**src/rtl/stress_defs.sv**
```systemverilog
// Shared definitions for the stress-tracking controller family: FSM state
// encodings and the default classification thresholds.
package stress_defs;

    typedef enum logic [1:0] {
        ST_CALM     = 2'd0,
        ST_ALERT    = 2'd1,
        ST_STRESSED = 2'd2,
        ST_COOLDOWN = 2'd3
    } state_e;

    localparam logic [7:0] DEF_HI_THR     = 8'd192;
    localparam logic [7:0] DEF_LO_THR     = 8'd64;
    localparam logic [7:0] DEF_DECAY      = 8'd4;
    localparam logic [7:0] DEF_HOLD_TICKS = 8'd16;

    localparam logic [7:0] LEVEL_MAX  = 8'd255;
    localparam logic [7:0] EVENTS_MAX = 8'd255;

endpackage

```
**src/rtl/stress_sat_acc.sv**
```systemverilog
// Saturating accumulate/decay datapath: computes the next stress level from
// the current level, a halved stress sum and a decay amount. The arithmetic
// runs at 10-bit signed width so that simultaneous accumulate and decay
// clamp correctly at both 0 and 255.
module stress_sat_acc
    import stress_defs::*;
(
    input  logic [7:0] level,
    input  logic [7:0] sum_in,
    input  logic       sum_valid,
    input  logic       decay_tick,
    input  logic [7:0] decay,
    output logic [7:0] level_next
);

    logic signed [9:0] acc;
    logic        [9:0] half_sum;

    // Add the halved sum and/or subtract the decay, then clamp to 0..255.
    always_comb begin
        half_sum   = {2'b00, sum_in} >> 1;
        acc        = $signed({2'b00, level});
        level_next = level;
        if (sum_valid) begin
            acc = acc + $signed(half_sum);
        end
        if (decay_tick) begin
            acc = acc - $signed({2'b00, decay});
        end
        if (acc < 10'sd0) begin
            level_next = 8'd0;
        end else if (acc > 10'sd255) begin
            level_next = LEVEL_MAX;
        end else begin
            level_next = acc[7:0];
        end
    end

endmodule

```
**src/rtl/stress_tracker.sv**
```systemverilog
// Stress tracker: keeps a running stress level, classifies it with a
// four-state FSM, requests rocking while stressed and counts stress entries.
//
// Handshake: rock_req is a registered copy of (state == STRESSED). It stays
// high until the rocker samples rock_ack=1 on a rising edge while the FSM is
// STRESSED; that edge moves the FSM to COOLDOWN and drops rock_req. rock_ack
// in any other state has no effect.
module stress_tracker
    import stress_defs::*;
#(
    parameter logic [7:0] HI_THR     = DEF_HI_THR,
    parameter logic [7:0] LO_THR     = DEF_LO_THR,
    parameter logic [7:0] DECAY      = DEF_DECAY,
    parameter logic [7:0] HOLD_TICKS = DEF_HOLD_TICKS
) (
    input  logic       clk,
    input  logic       rst,
    input  logic [7:0] sum_in,
    input  logic       sum_valid,
    input  logic       decay_tick,
    input  logic       rock_ack,
    output logic [7:0] level,
    output logic [1:0] state,
    output logic       rock_req,
    output logic [7:0] events
);

    logic [7:0] level_q, level_d;
    state_e     state_q, state_d;
    logic       rock_req_q, rock_req_d;
    logic [7:0] hold_q, hold_d;
    logic [7:0] events_q, events_d;

    stress_sat_acc u_sat_acc (
        .level      (level_q),
        .sum_in     (sum_in),
        .sum_valid  (sum_valid),
        .decay_tick (decay_tick),
        .decay      (DECAY),
        .level_next (level_d)
    );

    // Next state, hold counter and event counter, all from registered level.
    always_comb begin
        state_d    = state_q;
        hold_d     = hold_q;
        events_d   = events_q;
        rock_req_d = 1'b0;
        unique case (state_q)
            ST_CALM: begin
                if (level_q >= HI_THR) begin
                    state_d = ST_STRESSED;
                end else if (level_q >= LO_THR) begin
                    state_d = ST_ALERT;
                end
            end
            ST_ALERT: begin
                if (level_q >= HI_THR) begin
                    state_d = ST_STRESSED;
                end else if (level_q < LO_THR) begin
                    state_d = ST_CALM;
                end
            end
            ST_STRESSED: begin
                if (rock_ack) begin
                    state_d = ST_COOLDOWN;
                    hold_d  = HOLD_TICKS;
                end
            end
            ST_COOLDOWN: begin
                if (hold_q == 8'd0) begin
                    if (level_q >= HI_THR) begin
                        state_d = ST_STRESSED;
                    end else if (level_q < LO_THR) begin
                        state_d = ST_CALM;
                    end else begin
                        state_d = ST_ALERT;
                    end
                end else if (decay_tick) begin
                    hold_d = hold_q - 8'd1;
                end
            end
            default: state_d = ST_CALM;
        endcase
        // Count every fresh entry into STRESSED, saturating at the top.
        if (state_d == ST_STRESSED && state_q != ST_STRESSED
            && events_q != EVENTS_MAX) begin
            events_d = events_q + 8'd1;
        end
        rock_req_d = (state_d == ST_STRESSED);
    end

    // State and datapath registers; reset abandons any request or cooldown.
    always_ff @(posedge clk or posedge rst) begin
        if (rst) begin
            level_q    <= 8'd0;
            state_q    <= ST_CALM;
            rock_req_q <= 1'b0;
            hold_q     <= 8'd0;
            events_q   <= 8'd0;
        end else begin
            level_q    <= level_d;
            state_q    <= state_d;
            rock_req_q <= rock_req_d;
            hold_q     <= hold_d;
            events_q   <= events_d;
        end
    end

    assign level    = level_q;
    assign state    = state_q;
    assign rock_req = rock_req_q;
    assign events   = events_q;

endmodule

```
**config.mk**
```make
export PLATFORM = sky130hd
export DESIGN_NAME = stress_tracker
export DESIGN_NICKNAME = d
export VERILOG_FILES = /design/src/rtl/stress_defs.sv /design/src/rtl/stress_sat_acc.sv /design/src/rtl/stress_tracker.sv
export SDC_FILE = /design/constraint.sdc
export NUM_CORES = 1
export LEC_CHECK = 0
export CORE_UTILIZATION = 50
export CTS_CLUSTER_SIZE = 28
export DETAILED_ROUTE_END_ITERATION = 7
export GPL_ROUTABILITY_DRIVEN = 0
export HOLD_SLACK_MARGIN = 0.08
export PLACE_DENSITY = 0.81
export SYNTH_ARGS = -nofsm -noshare
export SYNTH_HDL_FRONTEND = slang
export SYNTH_SLANG_ARGS = --single-unit
```
**constraint.sdc**
```tcl
create_clock -name clk -period 5.1 [get_ports clk]
set_input_delay 0.51 -clock clk [delete_from_list [all_inputs] [get_ports clk]]
set_output_delay 0.51 -clock clk [all_outputs]
set_load 0.02 [all_outputs]
```
==> results.md, run 1 <==
| Parameter | Value |
|:---|:---|
| Mean number of vias per cell | 5.749 |
| # Post-CTS Setup Buffers | 0 |
| Leading cell type by number of instances after synthesis | sky130_fd_sc_hd__dfrtp_1 |
| Routed length per placed instance | 13.21 µm |
| DRC marker count from the first detailed-route iteration | 51 |
| Clock skew after layout | 6.881 ps |
| Core Rows | 21 |
| Number of violations of the max-capacitance limit | 0 |
| Overflow after GRT | 0 |
| CTS sink cnt | 27 |
| Reg clk slew, reported paths | 140 ps |
| Post-route ant nets | 0 |
| Post-Route Setup TNS | 0 ps |
| Final hold viol count | 0 |
| Clock Tree Buf Depth | 2 |
| Inserted Clock Buffers | 3 |
| DR vias | 1512 |
| Mean Syn Cell Area | 9.673 µm² |
| Iteration count of the initial detailed-routing pass | 4 |
| Number of distinct library cells after synthesis | 55 |
| CP Data Required Time | 5290 ps |
| I/O pin count | 32 |
| Remaining DRCs | 0 |
| Synth top area cells | sky130_fd_sc_hd__dfrtp_1 (38%), sky130_fd_sc_hd__ha_1 (9.0%), sky130_fd_sc_hd__xnor2_1 (4.4%) |
| Peak Freq | 284.2 MHz |
| Fillers | 301 |
| Setup repair after global routing missed its margin | no |
| Number of global-route vias before repair | 1385 |
| Std-Cell Core Area | 3390 µm² |
| Die ar. | 3842 µm² |
| Antenna violations before repair | 0 |
| Number of pins with negative max-slew slack in the final report | 0 |
| Clock H-tree levels | 1 |
| Aggregate global-route resource usage | 0.2023 |
| Setup Crit Path Kind | in -> reg |
| Worst setup slack after placement | 1314 ps |
| Min Tclk post-route | 3518 ps |
| Antenna diode count | 0 |
| Longest individual stage delay on the worst path | 460 ps |
| Post-detailed-routing wire length | 3474 µm |
| Cell type of the slowest stage on the worst timing path | sky130_fd_sc_hd__a32oi_1 |
| Cells after synthesis | 186 |
| Hold bufs inserted after CTS | 0 |
| Total of warnings raised by yosys | 0 |
| Number of nets produced by synthesis | 213 |
| TritonCTS clock tree | done |
| Class of the tightest hold or removal check | reg -> reg |
| Post-DP Area | 2137 µm² |
| Startpoint kind of the worst setup timing path | input pin |
| Largest driver fanout on the critical path | 6 |
| Fraction of final layout cells with drive strength greater than 1 | 0.05530 |
| Arrival time at the worst endpoint | 3710 ps |
| Power density cells | 635.4 nW/µm² |
| Area growth from synthesis to final layout | 20.24% |
| Insertion delay of the later-clocked pin in the worst-skew pair | 320 ps |
| Type of destination of the critical path | register |
| Synthesized area | 1799 µm² |
| Synth cell count leaders | sky130_fd_sc_hd__dfrtp_1 (27), sky130_fd_sc_hd__nor2_1 (15), sky130_fd_sc_hd__ha_1 (13) |
| Chip height | 61.99 µm |
| Maximum vdd drop | 0.2884 mV |
| Proportion of netlist area held by the largest area contributor | 0.3755 |
| Wire length of the first global-routing pass | 5837 µm |
| Final HPWL from detailed placement | 2724 µm |
| Most common flop cell mapped by yosys | sky130_fd_sc_hd__dfrtp_1 |
| Number of synthesized register bits | 27 |
| Remaining max-slew budget at the tightest pin | 0.3545 |
| P_leak | 0.0009216 µW |
| Status | completed |
| Fraction of the cycle the final worst path needs | 0.6899 |
| Largest area contributor in the netlist | sky130_fd_sc_hd__dfrtp_1 |
| Cell Chain, Critical Path | clkdlybuf4s50_1, ha_1, a211oi_2, o21bai_1, nor3b_1, a21oi_1, ha_1, and2_1, o221ai_1, a2111o_1, a32oi_1, a31oi_1 |
| Number of flops mapped to enable cells by yosys | 0 |
| Pin count of the biggest net entering global routing | 28 |
| Post-synth ARST share | 1.000 |
| I/O Buffers | 30 |
| Sequential fraction of the synthesis area | 0.3755 |
| Die width | 61.99 µm |
| Cts repair resizes | 0 |
| Initial core utilization | 0.5308 |
| Root Buffer Master | sky130_fd_sc_hd__clkbuf_4 |
| Cell type with the highest occurrence count on the critical path | sky130_fd_sc_hd__ha_1 |
| Final setup viols | 0 |
| Worst setup margin | 1582 ps |
| Net count of the finished layout | 245 |
| Worst-margin pin slew | 967.2 ps |
| Post-Layout Inst Area | 2163 µm² |
-- cell type report --
class                   count  area, µm²  share of cell area
inverters                  10      37.54             0.01735
well taps                  46      57.56             0.02661
clock buffers               4      26.28             0.01215
flip-flops and latches     27      675.6              0.3123
multi-input cells         146       1066              0.4928
repair buffers             30      300.3              0.1388
-- through the flow --
| stage | hold slack, ps | instances | utilization | total power (µW) |
|---|---|---|---|---|
| after floorplan | 471.9 | 186 | - | 1022 |
| after global placement | 482.0 | 259 | 0.6305 | 1259 |
| after detailed placement | 480.8 | 259 | 0.6305 | 1282 |
| after CTS | 504.0 | 263 | 0.6382 | 1377 |
| after global routing | 538.4 | 263 | 0.6382 | 1503 |
| final | 499.5 | 263 | 0.6382 | 1375 |
-- path summary, 6_finish.rpt --
| check | cells after the start | start | end | slack [ps] |
|---|---|---|---|---|
| worst max register to register | 11 | level[1] | level[2] | 1810 |
| worst min-delay path | 1 | events[7] | events[7] | 500 |
| worst max-delay path | 12 | sum_in[2] | level[2] | 1580 |
| worst min register to register | 1 | events[7] | events[7] | 500 |
| min in group asynchronous | 2 | rst | level[7] | 690 |
| max in group asynchronous | 2 | rst | hold_q[3] | 3820 |
-- cells by family after synthesis --
family / after synthesis / synth area share
adders and majority gates: 14 / 0.1015
DFF: 27 / 0.3755
and+or+nand+nor: 64 / 0.2038
xor gates and xnor gates: 16 / 0.07789
muxes: 5 / 0.02921
AOI/OAI and AO/OA: 47 / 0.1801
buffers and inverters: 13 / 0.03199
-- critical path, delay by kind of cell --
family,cells,cell delay [ps]
AO/OA/AOI/OAI,7,1890
adder cells (fa/ha/maj),2,500
buffers and inverters,1,450
AND/OR/NAND/NOR,2,340
-- metal layers --
layer  track usage  vias to the layer above  part of all wire
met5             0                        -                 0
met2        0.3191                       35              0.45
li1              -                      745                 -
met3       0.04555                        6             0.035
met4       0.05079                        0             0.014
met1        0.2811                      726              0.50
-- power by group --
| group | leakage, µW | internal, µW | switching [µW] |
|---|---|---|---|
| Combinational | 0.000580 | 404 | 461 |
| Sequential | 0.000327 | 310 | 110 |
| Clock | 0.0000150 | 30.6 | 58.9 |
| Total | 0.000922 | 745 | 630 |
-- cells in the final DEF (no fill, tap or decap), types with 2 or more instances in the layout --
| cell | count |
|---|---|
| sky130_fd_sc_hd__nor3b_1 | 3 |
| sky130_fd_sc_hd__ha_1 | 13 |
| sky130_fd_sc_hd__xor2_1 | 7 |
| sky130_fd_sc_hd__or2_2 | 2 |
| sky130_fd_sc_hd__o22ai_1 | 3 |
| sky130_fd_sc_hd__nor4_1 | 2 |
| sky130_fd_sc_hd__and3_1 | 6 |
| sky130_fd_sc_hd__a211oi_1 | 2 |
| sky130_fd_sc_hd__a31oi_1 | 3 |
| sky130_fd_sc_hd__a21oi_1 | 12 |
| sky130_fd_sc_hd__clkbuf_4 | 3 |
| sky130_fd_sc_hd__dfrtp_1 | 27 |
| sky130_fd_sc_hd__o21ai_0 | 5 |
| sky130_fd_sc_hd__clkdlybuf4s50_1 | 30 |
| sky130_fd_sc_hd__and2_1 | 2 |
| sky130_fd_sc_hd__or3_1 | 2 |
| sky130_fd_sc_hd__o21bai_1 | 2 |
| sky130_fd_sc_hd__o21a_1 | 3 |
| sky130_fd_sc_hd__nor3_1 | 2 |
| sky130_fd_sc_hd__nand2_1 | 10 |
| sky130_fd_sc_hd__nor2_1 | 15 |
| sky130_fd_sc_hd__nand2b_1 | 2 |
| sky130_fd_sc_hd__nand3_1 | 5 |
| sky130_fd_sc_hd__nand4_1 | 5 |
| sky130_fd_sc_hd__xnor2_1 | 9 |
| sky130_fd_sc_hd__inv_1 | 10 |
| sky130_fd_sc_hd__a21o_1 | 2 |
| sky130_fd_sc_hd__mux2i_1 | 3 |
-- registers in the layout, summed over array words and instances, names as in the netlist --
name      cells
level         8
events        8
state         2
rock_req      1
hold_q        8
Power figures use the tool's default switching activity.
==> run 2, diff against run 1 <==
==> constraint.sdc (replaced) <==
create_clock -name clk -period 3.5 [get_ports clk]
set_input_delay 0.35 -clock clk [delete_from_list [all_inputs] [get_ports clk]]
set_output_delay 0.35 -clock clk [all_outputs]
set_load 0.02 [all_outputs]
==> run 2 against run 1 <==
Non-clock buffer count rose by 2. Die area did not move. Worst hold slack gained 8.4 ps. Sequential cell count is the same. Sequential share of layout area fell by 0.23 points. Critical path type unchanged. Largest cell class unchanged. Largest power group unchanged.
==> results.md, run 2 (same netlist as run 1, synthesis figures left out) <==
| Parameter | Value |
|:---|:---|
| Routed length per placed instance | 13.35 µm |
| Largest driver fanout on the critical path | 6 |
| Number of pins with negative max-slew slack in the final report | 0 |
| Most common cell after layout, fill and taps aside | sky130_fd_sc_hd__clkdlybuf4s50_1 |
| Antenna violations before repair | 0 |
| Clock skew after layout | 11.46 ps |
| Arrival time at the worst endpoint | 3270 ps |
| CP Data Required Time | 3720 ps |
| Post-Route Setup TNS | 0 ps |
| CTS sink cnt | 27 |
| Inserted Clock Buffers | 3 |
| Mean number of vias per cell | 5.630 |
| Fraction of the cycle the final worst path needs | 0.8715 |
| Core Rows | 21 |
| Setup repair after global routing missed its margin | no |
| Pin count of the biggest net entering global routing | 28 |
| Worst-margin pin slew | 979.4 ps |
| Post-detailed-routing wire length | 3538 µm |
| Post-route ant nets | 0 |
| I/O Buffers | 30 |
| Number of global-route vias before repair | 1341 |
| Wire length of the first global-routing pass | 5878 µm |
| Root Buffer Master | sky130_fd_sc_hd__clkbuf_4 |
| Overflow after GRT | 0 |
| Worst setup margin | 449.7 ps |
| Final hold viol count | 0 |
| P_leak | 0.0009335 µW |
| Aggregate global-route resource usage | 0.2082 |
| Die width | 61.99 µm |
| Die ar. | 3842 µm² |
| Chip height | 61.99 µm |
| I/O pin count | 32 |
| Setup Crit Path Kind | in -> reg |
| Iteration count of the initial detailed-routing pass | 4 |
| Top library cells by usage in the layout, fill and taps aside | sky130_fd_sc_hd__clkdlybuf4s50_1 (30), sky130_fd_sc_hd__dfrtp_1 (27), sky130_fd_sc_hd__nor2_1 (15), sky130_fd_sc_hd__ha_1 (13), sky130_fd_sc_hd__a21oi_1 (12) |
| Placed cell count | 261 |
| Min Tclk post-route | 3050 ps |
| Power density cells | 922.5 nW/µm² |
| Area growth from synthesis to final layout | 21.14% |
| Remaining DRCs | 0 |
| Maximum vdd drop | 0.4530 mV |
| Fraction of final layout cells with drive strength greater than 1 | 0.06849 |
| Total power of the final layout | 2011 µW |
| Final HPWL from detailed placement | 2751 µm |
| Layout Cells excl Fill | 265 |
| DR vias | 1492 |
| Clock Tree Buf Depth | 2 |
| Status | completed |
| Hold bufs inserted after CTS | 0 |
| Initial core utilization | 0.5308 |
| # Post-CTS Setup Buffers | 0 |
| Final setup viols | 0 |
| Std-Cell Core Area | 3390 µm² |
| Type of destination of the critical path | register |
| Startpoint kind of the worst setup timing path | input pin |
| Reg clk slew, reported paths | 140 ps |
| Class of the tightest hold or removal check | reg -> reg |
| Clock H-tree levels | 1 |
| TritonCTS clock tree | done |
| DRC marker count from the first detailed-route iteration | 64 |
| Remaining max-slew budget at the tightest pin | 0.3464 |
| Peak Freq | 327.8 MHz |
| Antenna diode count | 0 |
| Net count of the finished layout | 247 |
| Number of violations of the max-capacitance limit | 0 |
| Worst setup slack after placement | 111.0 ps |
| Insertion delay of the later-clocked pin in the worst-skew pair | 330 ps |
| Cts repair resizes | 0 |
==> run 2: cell types whose count changed in the layout (fill, tap and decap cells not counted) <==
cell | before | now
sky130_fd_sc_hd__buf_4 | 0 | 2
sky130_fd_sc_hd__clkbuf_1 | 1 | 0
sky130_fd_sc_hd__clkinv_2 | 0 | 1
==> run 2: report_power, final <==
| group | internal (µW) | leakage [µW] | switching, µW |
|---|---|---|---|
| combinational | 593 | 0.000589 | 670 |
| sequential | 452 | 0.000327 | 159 |
| clock | 43.0 | 0.0000177 | 93.5 |
| total | 1090 | 0.000933 | 923 |
==> run 2: routing by layer <==
metal | part of all wire | track usage
met5 | 0 | 0
met4 | 0.0059 | 0.03810
met3 | 0.030 | 0.04969
met2 | 0.45 | 0.3222
met1 | 0.51 | 0.2993
==> run 2: area by class of cell <==
| cell class | instances | area (µm²) |
|---|---|---|
| well taps | 46 | 57.56 |
| clock buffers | 3 | 22.52 |
| multi-input cells | 146 | 1066 |
| inverters | 10 | 37.54 |
| flip-flops and latches | 27 | 675.6 |
| clock inverters | 1 | 5.005 |
| fillers | 282 | 1210 |
| repair buffers | 32 | 315.3 |
==> run 2: worst paths after layout <==
path                                start         to  slack [ps]  cells past startpoint
worst min register to register  events[7]  events[7]         510                      1
worst max register to register   level[1]   level[7]         500                     12
min in group asynchronous             rst  events[4]         520                      2
worst min-delay path            events[7]  events[7]         510                      1
worst max-delay path            sum_in[2]   level[7]         450                     13
max in group asynchronous             rst   level[4]        2380                      2
==> run 2: worst max-delay path: stages <==
cell,delay (ps)
sky130_fd_sc_hd__clkdlybuf4s50_1,460
sky130_fd_sc_hd__ha_1,320
sky130_fd_sc_hd__a211oi_2,420
sky130_fd_sc_hd__o21bai_1,120
sky130_fd_sc_hd__nor3b_1,170
sky130_fd_sc_hd__a21oi_1,180
sky130_fd_sc_hd__ha_1,170
sky130_fd_sc_hd__and2_1,160
sky130_fd_sc_hd__o221ai_1,150
sky130_fd_sc_hd__a2111o_1,360
sky130_fd_sc_hd__a32oi_1,150
sky130_fd_sc_hd__buf_4,170
sky130_fd_sc_hd__o22ai_1,80
==> run 2: stage by stage <==
stage,instance area [µm²],utilization,hold WS [ps]
CTS,2180,0.6430,506.1
global route,2180,0.6430,537.0
finish,2180,0.6430,507.9
floorplan,1799,-,402.7
global placement,2152,0.6349,482.3
detailed placement,2152,0.6349,483.3
==> run 3, diff against run 2 <==
--- a/config.mk
+++ b/config.mk
@@ -10,7 +10,8 @@
 export DETAILED_ROUTE_END_ITERATION = 7
 export GPL_ROUTABILITY_DRIVEN = 0
 export HOLD_SLACK_MARGIN = 0.08
-export PLACE_DENSITY = 0.81
+export PLACE_DENSITY = 0.79
 export SYNTH_ARGS = -nofsm -noshare
 export SYNTH_HDL_FRONTEND = slang
+export SYNTH_HIERARCHICAL = 1
 export SYNTH_SLANG_ARGS = --single-unit
==> run 3 against run 2 <==
Synthesized cell count grew 32%. Setup slack lost 170 ps. Largest cell class unchanged. Sequential power grew 2%.
==> results.md, run 3 <==
| Parameter | Value |
|:---|:---|
| Status | completed |
| Root Buffer Master | sky130_fd_sc_hd__clkbuf_8 |
| Routed length per placed instance | 13.61 µm |
| Arrival time at the worst endpoint | 3420 ps |
| Clock skew after layout | 3.505 ps |
| Mean number of vias per cell | 5.523 |
| Remaining DRCs | 0 |
| Leading cell type by number of instances after synthesis | sky130_fd_sc_hd__dfrtp_1 |
| Total power of the final layout | 2654 µW |
| Initial core utilization | 0.5214 |
| Sequential fraction of the synthesis area | 0.2956 |
| Startpoint kind of the worst setup timing path | input pin |
| I/O Buffers | 30 |
| Total of warnings raised by yosys | 6 |
| Type of destination of the critical path | register |
| Class of the tightest hold or removal check | reg -> reg |
| Setup Crit Path Kind | in -> reg |
| Reg clk slew, reported paths | 90 ps |
| Most common flop cell mapped by yosys | sky130_fd_sc_hd__dfrtp_1 |
| Antenna violations before repair | 0 |
| Hold bufs inserted after CTS | 0 |
| Worst setup slack after placement | -27.28 ps |
| Placed cell count | 337 |
| Final HPWL from detailed placement | 3627 µm |
| Top library cells by usage in the layout, fill and taps aside | sky130_fd_sc_hd__clkdlybuf4s50_1 (30), sky130_fd_sc_hd__dfrtp_1 (27), sky130_fd_sc_hd__inv_1 (21), sky130_fd_sc_hd__ha_1 (21) |
| Power density cells | 961.5 nW/µm² |
| Number of global-route vias before repair | 1843 |
| Cells after synthesis | 246 |
| Iteration count of the initial detailed-routing pass | 4 |
| Clock Tree Buf Depth | 2 |
| Die width | 69.62 µm |
| Post-detailed-routing wire length | 4653 µm |
| Largest area contributor in the netlist | sky130_fd_sc_hd__dfrtp_1 |
| Number of synthesized register bits | 27 |
| Number of violations of the max-capacitance limit | 0 |
| Net count of the finished layout | 327 |
| Worst-margin pin slew | 1031 ps |
| Clock H-tree levels | 1 |
| Final setup viols | 0 |
| Number of flops mapped to enable cells by yosys | 0 |
| Proportion of netlist area held by the largest area contributor | 0.2956 |
| Insertion delay of the later-clocked pin in the worst-skew pair | 270 ps |
| Std-Cell Core Area | 4384 µm² |
| TritonCTS clock tree | done |
| Maximum vdd drop | 0.4622 mV |
| Fillers | 389 |
| Min Tclk post-route | 3225 ps |
| Post-synth ARST share | 1.000 |
| Worst setup margin | 275.2 ps |
| Post-route ant nets | 0 |
| Chip height | 69.62 µm |
| Number of distinct library cells after synthesis | 63 |
| Overflow after GRT | 0 |
| Layout Cells excl Fill | 342 |
| Area growth from synthesis to final layout | 20.74% |
| Synthesized area | 2286 µm² |
| Most common cell after layout, fill and taps aside | sky130_fd_sc_hd__clkdlybuf4s50_1 |
| CTS sink cnt | 27 |
| Final hold viol count | 0 |
| DR vias | 1889 |
| Sequential cell area in the final layout | 675.6 µm² |
| Die ar. | 4846 µm² |
| Inserted Clock Buffers | 3 |
| DRC marker count from the first detailed-route iteration | 64 |
| Count of cells along the worst register-to-register path | 15 |
| Antenna diode count | 0 |
| Number of pins with negative max-slew slack in the final report | 0 |
| Fraction of the cycle the final worst path needs | 0.9214 |
| Number of cells traversed by the worst hold path | 1 |
| Post-Layout Inst Area | 2760 µm² |
| Pin count of the biggest net entering global routing | 28 |
| Utilization of the core after routing | 0.6296 |
| Aggregate global-route resource usage | 0.2028 |
| I/O pin count | 32 |
| CP Data Required Time | 3700 ps |
| Wire length of the first global-routing pass | 8231 µm |
| Core Rows | 24 |
| Multi-input combinational cell area | 1520 µm² |
| Post-DP Area | 2706 µm² |
| P_leak | 0.001258 µW |
| Mean Syn Cell Area | 9.292 µm² |
| Fraction of final layout cells with drive strength greater than 1 | 0.1345 |
| Synth cell count leaders | sky130_fd_sc_hd__dfrtp_1 (27), sky130_fd_sc_hd__ha_1 (21), sky130_fd_sc_hd__inv_1 (21) |
| Peak Freq | 310.1 MHz |
| Largest driver fanout on the critical path | 6 |
| Synth top area cells | sky130_fd_sc_hd__dfrtp_1 (30%), sky130_fd_sc_hd__ha_1 (11%), sky130_fd_sc_hd__xor2_1 (4.6%) |
| Remaining max-slew budget at the tightest pin | 0.3117 |
## run 3: cell count changes after synthesis, sizes merged, moves of 4 or more
cell    delta
mux2i      +4
ha         +8
nor3       +5
nand3      +4
inv       +11
xor2       +5
o21ai      +4
a21oi      +7
nand2      +4
nand3b     +4
## run 3: repair_timing
item / 4_1_cts / 5_1_grt
gates resized for setup: 0 / 2
setup buffers: 0 / 1
setup endpoints to repair: 0 / 1
## run 3: routing by layer
metal  share of wire  global-route usage  up-vias
met1            0.47              0.2678      894
met4           0.012             0.05556        0
li1                -                   -      963
met5               0                   0        -
met2            0.50              0.3538       26
met3           0.020             0.02035        6
## run 3: path summary, 6_finish.rpt
kind | startpoint | slack, ps | endpoint
setup reg to reg | level[0] | 430 | level[1]
max in group asynchronous | rst | 2250 | level[7]
hold / removal | events[7] | 510 | events[7]
setup / recovery | sum_in[1] | 280 | level[1]
min in group asynchronous | rst | 630 | hold_q[2]
hold reg to reg | events[7] | 510 | events[7]
## run 3: kinds of logic (layout without fill, tap and decap cells)
| group | count (synthesis) | in the layout | share of synthesized area |
|---|---|---|---|
| xor gates and xnor gates | 19 | 19 | 0.07608 |
| other | 2 | 8 | 0.003285 |
| and+or+nand+nor | 81 | 81 | 0.2184 |
| buffers and inverters | 27 | 65 | 0.04981 |
| adders and majority gates | 23 | 23 | 0.1325 |
| muxes | 11 | 11 | 0.05036 |
| AOI/OAI and AO/OA | 56 | 56 | 0.1741 |
| DFF | 27 | 27 | 0.2956 |
## run 3: stage by stage
stage	TNS, ps	hold WS (ps)
after global routing	-0.4594	531.3
after CTS	0	513.4
after floorplan	0	402.7
final	0	510.6
after detailed placement	-146.7	501.1
after global placement	0	496.3
## run 3: final cells by class
type | instances | area share
Tap cell | 52 | 0.02357
Sequential cell | 27 | 0.2448
Timing Repair Buffer | 40 | 0.1360
Clock buffer | 4 | 0.01632
Inverter | 21 | 0.02856
Multi-Input combinational cell | 198 | 0.5508
## run 3: critical path: stages
cell	delay, ps
sky130_fd_sc_hd__clkdlybuf4s50_1	460
sky130_fd_sc_hd__ha_1	160
sky130_fd_sc_hd__inv_1	50
sky130_fd_sc_hd__fa_1	370
sky130_fd_sc_hd__nand2b_1	190
sky130_fd_sc_hd__a21boi_1	190
sky130_fd_sc_hd__nor3_1	70
sky130_fd_sc_hd__nand3b_1	150
sky130_fd_sc_hd__o21ai_0	110
sky130_fd_sc_hd__ha_1	320
sky130_fd_sc_hd__a21o_1	230
sky130_fd_sc_hd__a22oi_1	190
sky130_fd_sc_hd__a21oi_1	130
sky130_fd_sc_hd__xnor2_2	160
sky130_fd_sc_hd__buf_4	170
sky130_fd_sc_hd__a21oi_1	120
## run 3: report_power, final
group	total [µW]	leakage, µW	switching (µW)	internal, µW
clock	174	0.0000228	92.6	81.5
sequential	623	0.000330	169	453
combinational	1860	0.000905	969	889
total	2650	0.00126	1230	1420
